--- src/rtl/onchip_ram_pkg.sv ---
// rtl/onchip_ram_pkg.sv - request/response packet types and helpers for the on-chip RAM responder
//
// Contents:
//   RAM_WIDTH / RAM_ADDR_WIDTH / RAM_N_ADDR_WIDTH : default field widths
//   REQ_* / RESP_* localparams                    : field offsets and packet widths
//   req_t  {data, addr, write_en, read_en, src}   : request packet, MSB first
//   resp_t {rd_data, node}                        : response packet, MSB first
//   pack_req / unpack_req / pack_resp / unpack_resp: helpers shared with the traffic generator
package onchip_ram_pkg;

    localparam int RAM_WIDTH        = 8;
    localparam int RAM_ADDR_WIDTH   = 4;
    localparam int RAM_N_ADDR_WIDTH = 4;

    // Request field offsets (LSB positions) within the packed request.
    localparam int REQ_SRC_LSB  = 0;
    localparam int REQ_RD_BIT   = RAM_N_ADDR_WIDTH;
    localparam int REQ_WR_BIT   = RAM_N_ADDR_WIDTH + 1;
    localparam int REQ_ADDR_LSB = RAM_N_ADDR_WIDTH + 2;
    localparam int REQ_DATA_LSB = REQ_ADDR_LSB + RAM_ADDR_WIDTH;
    localparam int REQ_BITS     = REQ_DATA_LSB + RAM_WIDTH;

    // Response field offsets.
    localparam int RESP_NODE_LSB = 0;
    localparam int RESP_DATA_LSB = RAM_N_ADDR_WIDTH;
    localparam int RESP_BITS     = RAM_WIDTH + RAM_N_ADDR_WIDTH;

    typedef struct packed {
        logic [RAM_WIDTH-1:0]        data;
        logic [RAM_ADDR_WIDTH-1:0]   addr;
        logic                        write_en;
        logic                        read_en;
        logic [RAM_N_ADDR_WIDTH-1:0] src;
    } req_t;

    typedef struct packed {
        logic [RAM_WIDTH-1:0]        rd_data;
        logic [RAM_N_ADDR_WIDTH-1:0] node;
    } resp_t;

    function automatic logic [REQ_BITS-1:0] pack_req(input req_t r);
        return r;
    endfunction

    function automatic req_t unpack_req(input logic [REQ_BITS-1:0] p);
        return p;
    endfunction

    function automatic logic [RESP_BITS-1:0] pack_resp(input resp_t r);
        return r;
    endfunction

    function automatic resp_t unpack_resp(input logic [RESP_BITS-1:0] p);
        return p;
    endfunction

endpackage

--- src/rtl/ram_resp_fifo.sv ---
// rtl/ram_resp_fifo.sv - first-word-fall-through synchronous FIFO with occupancy count
//
// Ports:
//   clk, rst   : clock, asynchronous active-high reset (clears pointers, count and storage)
//   push       : write push_data this edge (taken when not full, or when a pop frees a slot)
//   push_data  : entry to store
//   pop        : drop the head entry this edge (ignored when empty)
//   head_data  : current head entry, valid whenever empty is low
//   empty      : no entries held
//   count      : number of entries held (0..DEPTH)
module ram_resp_fifo #(
    parameter int WIDTH = 8,
    parameter int DEPTH = 4
) (
    input  logic                       clk,
    input  logic                       rst,
    input  logic                       push,
    input  logic [WIDTH-1:0]           push_data,
    input  logic                       pop,
    output logic [WIDTH-1:0]           head_data,
    output logic                       empty,
    output logic [$clog2(DEPTH+1)-1:0] count
);

    localparam int PTR_W = (DEPTH > 1) ? $clog2(DEPTH) : 1;
    localparam int CNT_W = $clog2(DEPTH + 1);

    logic [WIDTH-1:0] mem [DEPTH];
    logic [PTR_W-1:0] wr_ptr;
    logic [PTR_W-1:0] rd_ptr;
    logic             full;
    logic             do_push;
    logic             do_pop;

    assign empty  = (count == '0);
    assign full   = (count == CNT_W'(DEPTH));
    assign do_pop = pop && !empty;
    // A push into a full FIFO is fine when the head leaves on the same edge.
    assign do_push = push && (!full || do_pop);

    assign head_data = mem[rd_ptr];

    function automatic logic [PTR_W-1:0] ptr_inc(input logic [PTR_W-1:0] p);
        return (p == PTR_W'(DEPTH - 1)) ? '0 : p + PTR_W'(1);
    endfunction

    always_ff @(posedge clk or posedge rst) begin
        if (rst) begin
            wr_ptr <= '0;
            rd_ptr <= '0;
            count  <= '0;
            for (int i = 0; i < DEPTH; i++) begin
                mem[i] <= '0;
            end
        end else begin
            if (do_push) begin
                mem[wr_ptr] <= push_data;
                wr_ptr      <= ptr_inc(wr_ptr);
            end
            if (do_pop) begin
                rd_ptr <= ptr_inc(rd_ptr);
            end
            if (do_push && !do_pop) begin
                count <= count + CNT_W'(1);
            end else if (do_pop && !do_push) begin
                count <= count - CNT_W'(1);
            end
        end
    end

endmodule

--- src/rtl/ram_responder.sv ---
// rtl/ram_responder.sv - NoC memory endpoint: applies writes to a RAM and answers reads with response packets
//
// Ports:
//   clk, rst      : clock, asynchronous active-high reset
//   i_packed_in   : request {data, addr, write_en, read_en, src}, MSB first
//   i_valid_in    : request valid
//   i_ready_out   : request ready (registered, credit based on response space)
//   o_packed_out  : response {rd_data, NODE}, MSB first
//   o_dest_out    : response destination (request src)
//   o_valid_out   : response valid
//   o_ready_in    : NoC ready for response
//
// Optional build macro RAM_ADDR_CHECK_EN: requests with addr >= DEPTH are
// out of range; their writes are dropped and their reads return all ones.
// Without it addresses wrap modulo DEPTH.
module ram_responder
    import onchip_ram_pkg::*;
#(
    parameter int WIDTH        = 8,
    parameter int ADDR_WIDTH   = 4,
    parameter int DEPTH        = 16,
    parameter int N            = 16,
    parameter int N_ADDR_WIDTH = $clog2(N),
    parameter int NODE         = 0,
    parameter int RESP_DEPTH   = 4,
    parameter int PACKED_IN    = WIDTH + ADDR_WIDTH + N_ADDR_WIDTH + 2,
    parameter int PACKED_OUT   = WIDTH + N_ADDR_WIDTH
) (
    input  logic                    clk,
    input  logic                    rst,
    input  logic [PACKED_IN-1:0]    i_packed_in,
    input  logic                    i_valid_in,
    output logic                    i_ready_out,
    output logic [PACKED_OUT-1:0]   o_packed_out,
    output logic [N_ADDR_WIDTH-1:0] o_dest_out,
    output logic                    o_valid_out,
    input  logic                    o_ready_in
);

    localparam int IDX_W   = (DEPTH > 1) ? $clog2(DEPTH) : 1;
    localparam int ENTRY_W = PACKED_OUT + N_ADDR_WIDTH;   // {rd_data, node, dest}
    localparam int CNT_W   = $clog2(RESP_DEPTH + 1);
    localparam int RES_W   = CNT_W + 1;

    localparam logic [N_ADDR_WIDTH-1:0] NODE_ID = N_ADDR_WIDTH'(NODE);

    // Request fields.
    logic [WIDTH-1:0]        req_data;
    logic [ADDR_WIDTH-1:0]   req_addr;
    logic                    req_wr;
    logic                    req_rd;
    logic [N_ADDR_WIDTH-1:0] req_src;

    assign req_data = i_packed_in[PACKED_IN-1 -: WIDTH];
    assign req_addr = i_packed_in[N_ADDR_WIDTH+2 +: ADDR_WIDTH];
    assign req_wr   = i_packed_in[N_ADDR_WIDTH+1];
    assign req_rd   = i_packed_in[N_ADDR_WIDTH];
    assign req_src  = i_packed_in[N_ADDR_WIDTH-1:0];

    logic             accept;
    logic             in_range;
    logic [IDX_W-1:0] idx;
    logic [WIDTH-1:0] rd_word;
    logic             wr_fire;
    logic             rd_fire;

    assign accept = i_valid_in && i_ready_out;

    // True modulo so non power-of-two depths wrap onto real words.
    assign idx = IDX_W'(32'(req_addr) % 32'(DEPTH));

`ifdef RAM_ADDR_CHECK_EN
    assign in_range = (32'(req_addr) < 32'(DEPTH));
`else
    assign in_range = 1'b1;
`endif

    logic [WIDTH-1:0] ram [DEPTH];

    // Read-first: rd_word is the pre-write contents on a combined read/write.
    assign rd_word = in_range ? ram[idx] : '1;
    assign wr_fire = accept && req_wr && in_range;
    assign rd_fire = accept && req_rd;

    always_ff @(posedge clk) begin
        if (wr_fire) begin
            ram[idx] <= req_data;
        end
    end

`ifdef RAM_ADDR_CHECK_EN
`ifndef SYNTHESIS
    always @(posedge clk) begin
        if (!rst && accept && !in_range && (req_rd || req_wr)) begin
            $display("ram_responder warning: node %0d src %0d addr %0d out of range",
                     NODE, req_src, req_addr);
        end
    end
`endif
`endif

    // Read pipeline stage: one entry between the RAM read and the FIFO push.
    logic               pipe_valid;
    logic [ENTRY_W-1:0] pipe_entry;

    always_ff @(posedge clk or posedge rst) begin
        if (rst) begin
            pipe_valid <= 1'b0;
            pipe_entry <= '0;
        end else begin
            pipe_valid <= rd_fire;
            if (rd_fire) begin
                pipe_entry <= {rd_word, NODE_ID, req_src};
            end
        end
    end

    logic               fifo_empty;
    logic [CNT_W-1:0]   fifo_count;
    logic [ENTRY_W-1:0] head;
    logic               pop;

    assign o_valid_out = !fifo_empty;
    assign pop         = o_valid_out && o_ready_in;

    ram_resp_fifo #(
        .WIDTH (ENTRY_W),
        .DEPTH (RESP_DEPTH)
    ) u_fifo (
        .clk       (clk),
        .rst       (rst),
        .push      (pipe_valid),
        .push_data (pipe_entry),
        .pop       (pop),
        .head_data (head),
        .empty     (fifo_empty),
        .count     (fifo_count)
    );

    assign o_packed_out = head[ENTRY_W-1 -: PACKED_OUT];
    assign o_dest_out   = head[N_ADDR_WIDTH-1:0];

    // Credit: every read holds a slot from accept until its response pops,
    // so reserved never exceeds RESP_DEPTH and a push can never overflow.
    logic [RES_W-1:0] reserved_next;

    assign reserved_next = RES_W'(fifo_count) + RES_W'(pipe_valid)
                         + RES_W'(rd_fire) - RES_W'(pop);

    always_ff @(posedge clk or posedge rst) begin
        if (rst) begin
            i_ready_out <= 1'b0;
        end else begin
            i_ready_out <= (reserved_next < RES_W'(RESP_DEPTH));
        end
    end

endmodule

--- config.mk ---
export PLATFORM = sky130hd
export DESIGN_NAME = ram_responder
export DESIGN_NICKNAME = d
export VERILOG_FILES = /design/src/rtl/onchip_ram_pkg.sv /design/src/rtl/ram_resp_fifo.sv /design/src/rtl/ram_responder.sv
export SDC_FILE = /design/constraint.sdc
export NUM_CORES = 1
export LEC_CHECK = 0
export CORE_ASPECT_RATIO = 1.75
export CORE_MARGIN = 4
export CORE_UTILIZATION = 54
export CTS_CLUSTER_DIAMETER = 50
export CTS_CLUSTER_SIZE = 40
export DETAILED_ROUTE_END_ITERATION = 8
export GPL_TIMING_DRIVEN = 0
export HOLD_SLACK_MARGIN = 0.15
export MAX_ROUTING_LAYER = met4
export PLACE_DENSITY = 0.72
export SLEW_MARGIN = 20
export SYNTH_ARGS = -nofsm -noshare
export SYNTH_HDL_FRONTEND = slang
export SYNTH_HIERARCHICAL = 1
export SYNTH_SLANG_ARGS = --single-unit
--- constraint.sdc ---
create_clock -name clk -period 3.9 [get_ports clk]
set_input_delay 0.78 -clock clk [delete_from_list [all_inputs] [get_ports clk]]
set_output_delay 0.78 -clock clk [all_outputs]
set_load 0.1 [all_outputs]
# Word-level counts from Yosys, hierarchy flattened
# Memories as Yosys holds them, arrays and structs flattened. A register that Yosys moved wholly into a read port is not among the register bits.
# Cells that the tools add are included.
[totals]
in_bits = 22
register_bits = 85
output_inout_bits = 18
word_cells = 55
n_memories = 1
mem_bits_rw = 128
[memory_table]
columns = ["name", "words", "word_bits", "read_ports", "rd_ports_with_merged_regs", "write_ports", "line_no", "rtl"]
rows = [
  ["ram", 16, 8, 1, 1, 1, "ram_responder.sv:78", "logic [WIDTH-1:0] ram [DEPTH];"],
]
[classes]
n_bitwise = 2
eq_ne = 3
n_mux = 12
n_addsub = 7
n_reduce_logical = 16
magnitude_cmp = 4
[ops]
columns = ["operator", "count"]
rows = [
  ["bitwise mux 64 bit", 1],
  ["2-to-1 mux 16 bit", 3],
  ["binary-select mux 16 bit (select 2 bit)", 1],
  ["demux 16 bit (select 2 bit)", 1],
  ["logical AND 1 bit", 9],
  [">= comparator 3 bit, second input constant", 2],
  ["2-to-1 mux 3 bit", 2],
  ["inverter 2 -> 3 bit", 2],
  ["adder 2 x 1 -> 2 bit, second input constant", 2],
  ["adder 3 x 1 -> 4 bit", 1],
  ["adder 4 x 1 -> 4 bit", 1],
  ["== test 2 bit, second input constant", 2],
  ["logical NOT 1 bit", 4],
  ["less-than comparator 4 x 3 -> 1 bit, second input constant", 1],
  ["2-to-1 mux 2 bit", 2],
  ["subtractor 4 x 1 -> 4 bit", 1],
  ["adder 3 x 1 -> 3 bit, second input constant", 1],
  ["== test 3 bit, second input constant", 1],
  ["logical NOT 3 bit", 1],
  ["less-than comparator 3 x 1 -> 1 bit, second input constant", 1],
  ["subtractor 3 x 1 -> 3 bit, second input constant", 1],
  ["2-to-1 mux 1 bit", 2],
  ["nonzero test 2 bit", 1],
  ["logical OR 1 bit", 1],
]

# Longest topological paths before layout
[logic_depth]
ltp_word = 10
mapped_depth = 10
mapped_depth_nobuf = 10

# By module
# Netlist, hierarchy kept.
[modules_own_cells]
columns = ["module", "area_per_inst_um2", "cells_each", "n_inst", "seq_area_each_um2"]
rows = [
  ["ram_responder", 5701.7, 337, 1, 4194.0],
  ["ram_resp_fifo", 3209.3, 193, 1, 1776.7],
]

# Least setup slack after synthesis
# Ideal clock, no wire load.
[synth_path]
path_kind = "input port to flip-flop"
from = "input o_ready_in"
to = "register u_fifo.count[1]"
path_buffers = 0
setup_slack_ns = 1.276
stages = 7
setup_time_ns = 0.125
t_required_ns = 3.775
arrival_time_ns = 2.499
cell_sequence = "nor2b_1 -> nor4b_4 -> and2b_2 -> ha_1 -> inv_1 -> fa_1 -> mux2_2"
[synth_between]
elab_chain_len = 7
elab_cells_between_ends = 10
classes_between = "mux: 1; reduce/logical: 9"
[synth_lines]
columns = ["element", "line_no", "rtl"]
rows = [
  ["from (decl)", "ram_responder.sv:37", "input logic o_ready_in"],
  ["logical AND 1 bit *", "ram_responder.sv:124", "assign pop = o_valid_out && o_ready_in;"],
  ["logical AND 1 bit *", "ram_resp_fifo.sv:37", "assign do_pop = pop && !empty;"],
  ["logical OR 1 bit *", "ram_resp_fifo.sv:39", "assign do_push = push && (!full || do_pop);"],
  ["logical AND 1 bit *", "ram_resp_fifo.sv:39", ""],
  ["via u_fifo.do_push", "ram_resp_fifo.sv:32", "logic do_push;"],
  ["logical NOT 1 bit", "ram_resp_fifo.sv:65", "end else if (do_pop && !do_push) begin"],
  ["logical AND 1 bit", "ram_resp_fifo.sv:65", ""],
  ["nonzero test 2 bit (no source line)", "--", ""],
  ["to (signal assigned)", "ram_resp_fifo.sv:64", "count <= count + CNT_W'(1);"],
  ["to (signal assigned)", "ram_resp_fifo.sv:66", "count <= count - CNT_W'(1);"],
  ["to (decl)", "ram_resp_fifo.sv:22", "output logic [$clog2(DEPTH+1)-1:0] count"],
]
# The timed path passes the listed nets; every way through them passes the cells marked *.
# A chain may end at the register's enable or synchronous reset.

# Worst setup path after layout
[layout_path]
from = "register u_fifo.rd_ptr[1]"
to = "output o_packed_out[7]"
[layout_between]
elab_chain_len = 4
[layout_lines]
columns = ["element", "line_no", "rtl"]
rows = [
  ["from (decl)", "ram_resp_fifo.sv:30", "logic [PTR_W-1:0] rd_ptr;"],
  ["from (signal assigned)", "ram_resp_fifo.sv:61", "rd_ptr <= ptr_inc(rd_ptr);"],
  ["inverter 2 -> 3 bit (not written as such)", "ram_resp_fifo.sv:41", "assign head_data = mem[rd_ptr];"],
  ["binary-select mux 16 bit (select 2 bit)", "ram_resp_fifo.sv:41", ""],
  ["2-to-1 mux 16 bit (not written as such) (2 in series)", "ram_resp_fifo.sv:41", ""],
  ["to (decl)", "ram_responder.sv:34", "output logic [PACKED_OUT-1:0] o_packed_out,"],
]
# No other way between the ends. The select of a mux whose other input is x is not followed.

==> metrics.txt <==
Final Cycle Share 93.9%; Final #Nets 631; routability congestion estimate 0.833; crit-path max cell delay 0.62 ns; clk_lat worst skew 0.48 ns; XOR/XNOR Fraction of Synth Area 0.295%; most common cell after layout, fill and taps aside edfxtp_1; layout cells sized above 1 25.9%; Net Sw Frac 38.3%; FMAX 273 MHz; Req. time, crit path 3.12 ns; Synth Area in Compound Gates 3.26%; CTS sink count 213; Synth Area in Simple Gates 4.42%; core box area 16000 sq um; reg-to-reg slack, setup 1.18 ns; clock slew at reported path FFs 0.10 ns; worst clock skew 0.0149 ns; Tot GR Track Use 20.4%; FFs w/ async S/R, synth 39.9%; Internal 4.52 mW; Hold Buf Count CTS 0; Slew HR 34.1%; gr ovfl total 0; WL final 18.1 mm; synthesized area per cell 16.8 sq um; IO Port Bufs 36; Initial Utilization 55.6%; Site Rows 61; MaxCap Viol Count 0; Adder-Cell Fraction of Synth Area 1.63%; main combinational cell family by area after synthesis multiplexers; crit path cell chain clkbuf_1 > buf_1 > mux4_2 > clkdlybuf4s15_2; vias in the first global route 5129; largest net degree at the start of global routing 61; power share of the sequential group 42.3%; Synth Warn # 14; cell area after synthesis 8910 sq um; post-synth top area cell edfxtp_1; diode count 0; data arrival time of the critical path 2.88 ns; final total power 7.32 mW; DP Worst Slack 0.112 ns; clock network fraction of total power 21.7%; CTS Buffer Depth 3; drt pass-1 iters 4; initial antenna violation count 0; Least-Margin Pin Slew 0.985 ns; Cell Count, Final, Fillers Out 795; drt wl/cell 22.8 um; Synth top area share 43.1%; status complete, no violations; I/O Pins 40; power share of the combinational group 36.0%; Setup WS post-layout 0.238 ns; register area share after synthesis 67.0%; VDD IR-drop max 0.000475 V; Crit Path Category reg2out; total power divided by cell area 724 nW/um^2; Slew Viols, Final 0; DR iter-0 viols 246; Setup violations, final 0; vias per cell 5.89; CTS tree done; CP max-delay cell buf_1; #FFs+latches synth 213; Crit. End Element output port; Root Buffer clkbuf_16; final hold vios 0; multiplexer share of the synthesized area 20.8%; Synth Instances 530; setup TNS 0 ns; Post-synth EDFFs 128; RSZ-0062 raised after global routing false; placed insts 771; die area 18700 sq um; H-tree levels 1; dpl hpwl 12.7 mm; HP Class reg2reg; largest cells by area after synthesis edfxtp_1 (43%), dfrtp_1 (24%), mux2_2 (9.1%), mux2i_1 (5.5%), mux4_2 (5.1%); CP max FO 10; CP Launch Type flip-flop; Via Count 4686; first-pass GRT wire length 28.1 mm; Syn-to-layout area delta 13.6%; commonest non-fill, non-tap cells in the layout edfxtp_1 (128), dfrtp_1 (85), mux2_2 (72); DRT antenna net count 0; DIE HEIGHT 178 um; Static Leak 3.91 nW; Sw Pwr 2.80 mW; CTS buffer count 14; Synth Flop Type edfxtp_1; Tmin final 3.66 ns; DR DRC count 0; Final Util 63.1%; Die Wd 105 um; Cell variety after synth 44
-- per-layer routing --
metal / share of wire (%) / track usage, %
met1: 35 / 20.7
met2: 58 / 39.6
met3: 3.5 / 2.48
met4: 3.1 / 7.39
met5: 0 / -
-- path summary, 6_finish.rpt --
kind,cells past startpoint,startpoint,end
max,4,u_fifo/rd_ptr[1]$_DFFE_PP0P_,o_packed_out[7]
min,1,u_fifo/mem[1]$_DFFE_PP0P_,u_fifo/mem[1]$_DFFE_PP0P_
max reg2reg,8,u_fifo/count[0]$_DFFE_PP0P_,u_fifo/count[1]$_DFFE_PP0P_
min reg2reg,1,u_fifo/mem[1]$_DFFE_PP0P_,u_fifo/mem[1]$_DFFE_PP0P_
max in group asynchronous,2,rst,pipe_entry[0]$_DFFE_PP0P_
min in group asynchronous,2,rst,u_fifo/rd_ptr[0]$_DFFE_PP0P_
-- metrics by stage --
| step | hold slack, ns | area (sq um) |
|---|---|---|
| finish | 0.510 | 10100 |
| global route | 0.528 | 10100 |
| CTS | 0.513 | 10100 |
| detailed placement | 0.491 | 9600 |
| global placement | 0.483 | 9560 |
| floorplan | 0.475 | 8970 |
-- layout make-up --
cell class	count	area (sq um)
Buffer	27	183
Clock buffer	16	400
Clock inverter	8	87.6
Fill cell	1174	5910
Inverter	11	43.8
Multi-Input combinational cell	294	2790
Sequential cell	213	5970
Tap cell	189	236
Timing Repair Buffer	37	404
-- Yosys cell counts, types with 3 or more instances --
library cell  number
edfxtp_1         128
dfrtp_1           85
mux2_2            72
mux2i_1           49
nor2_1            32
mux4_2            20
nand2_1           12
buf_2             11
inv_1             11
o22ai_1           11
ha_1              10
a31oi_1            9
clkbuf_1           7
nand3_1            6
nor3_1             6
a221oi_1           4
a2bb2oi_1          4
buf_6              4
mux4_1             4
nand2b_1           4
nor2_2             4
o32ai_1            4
nand3b_1           3
nor2b_1            3
o21ai_0            3
-- power groups by stage --
stage	clock [mW]	combinational, mW	sequential (mW)
after floorplan	0	2.14	3.07
after global placement	0	2.61	3.10
after detailed placement	0	2.69	3.15
after CTS	1.62	2.67	3.10
after global routing	1.70	2.78	3.15
final	1.59	2.64	3.10
-- registers in the layout, indices dropped and copies added, names as in the netlist --
name / cells
ram: 128
u_fifo/count: 3
u_fifo/rd_ptr: 2
pipe_entry: 12
pipe_valid: 1
u_fifo/mem: 64
i_ready_out: 1
u_fifo/wr_ptr: 2
-- cells by family after synthesis --
group | after synthesis
DFF | 213
muxes | 145
and+or+nand+nor | 78
AOI/OAI and AO/OA | 41
buffers and inverters | 38
adders and majority gates | 11
xor gates and xnor gates | 3
other | 1
-- worst max-delay path: cells and delay by family (launching register included) --
family                 cells  cell delay [ns]
multiplexers               1             0.36
flip-flops                 1             0.36
buffers and inverters      3             1.69
-- timing repair --
action                                  CTS  global route
resized for setup                        27             2
buffers inserted                          0             0
pin swaps                                 0             0
endpoints found under the setup margin    9             2
hold endpoints to repair                  0             0
No activity file was read; power rests on OpenSTA's default activity.
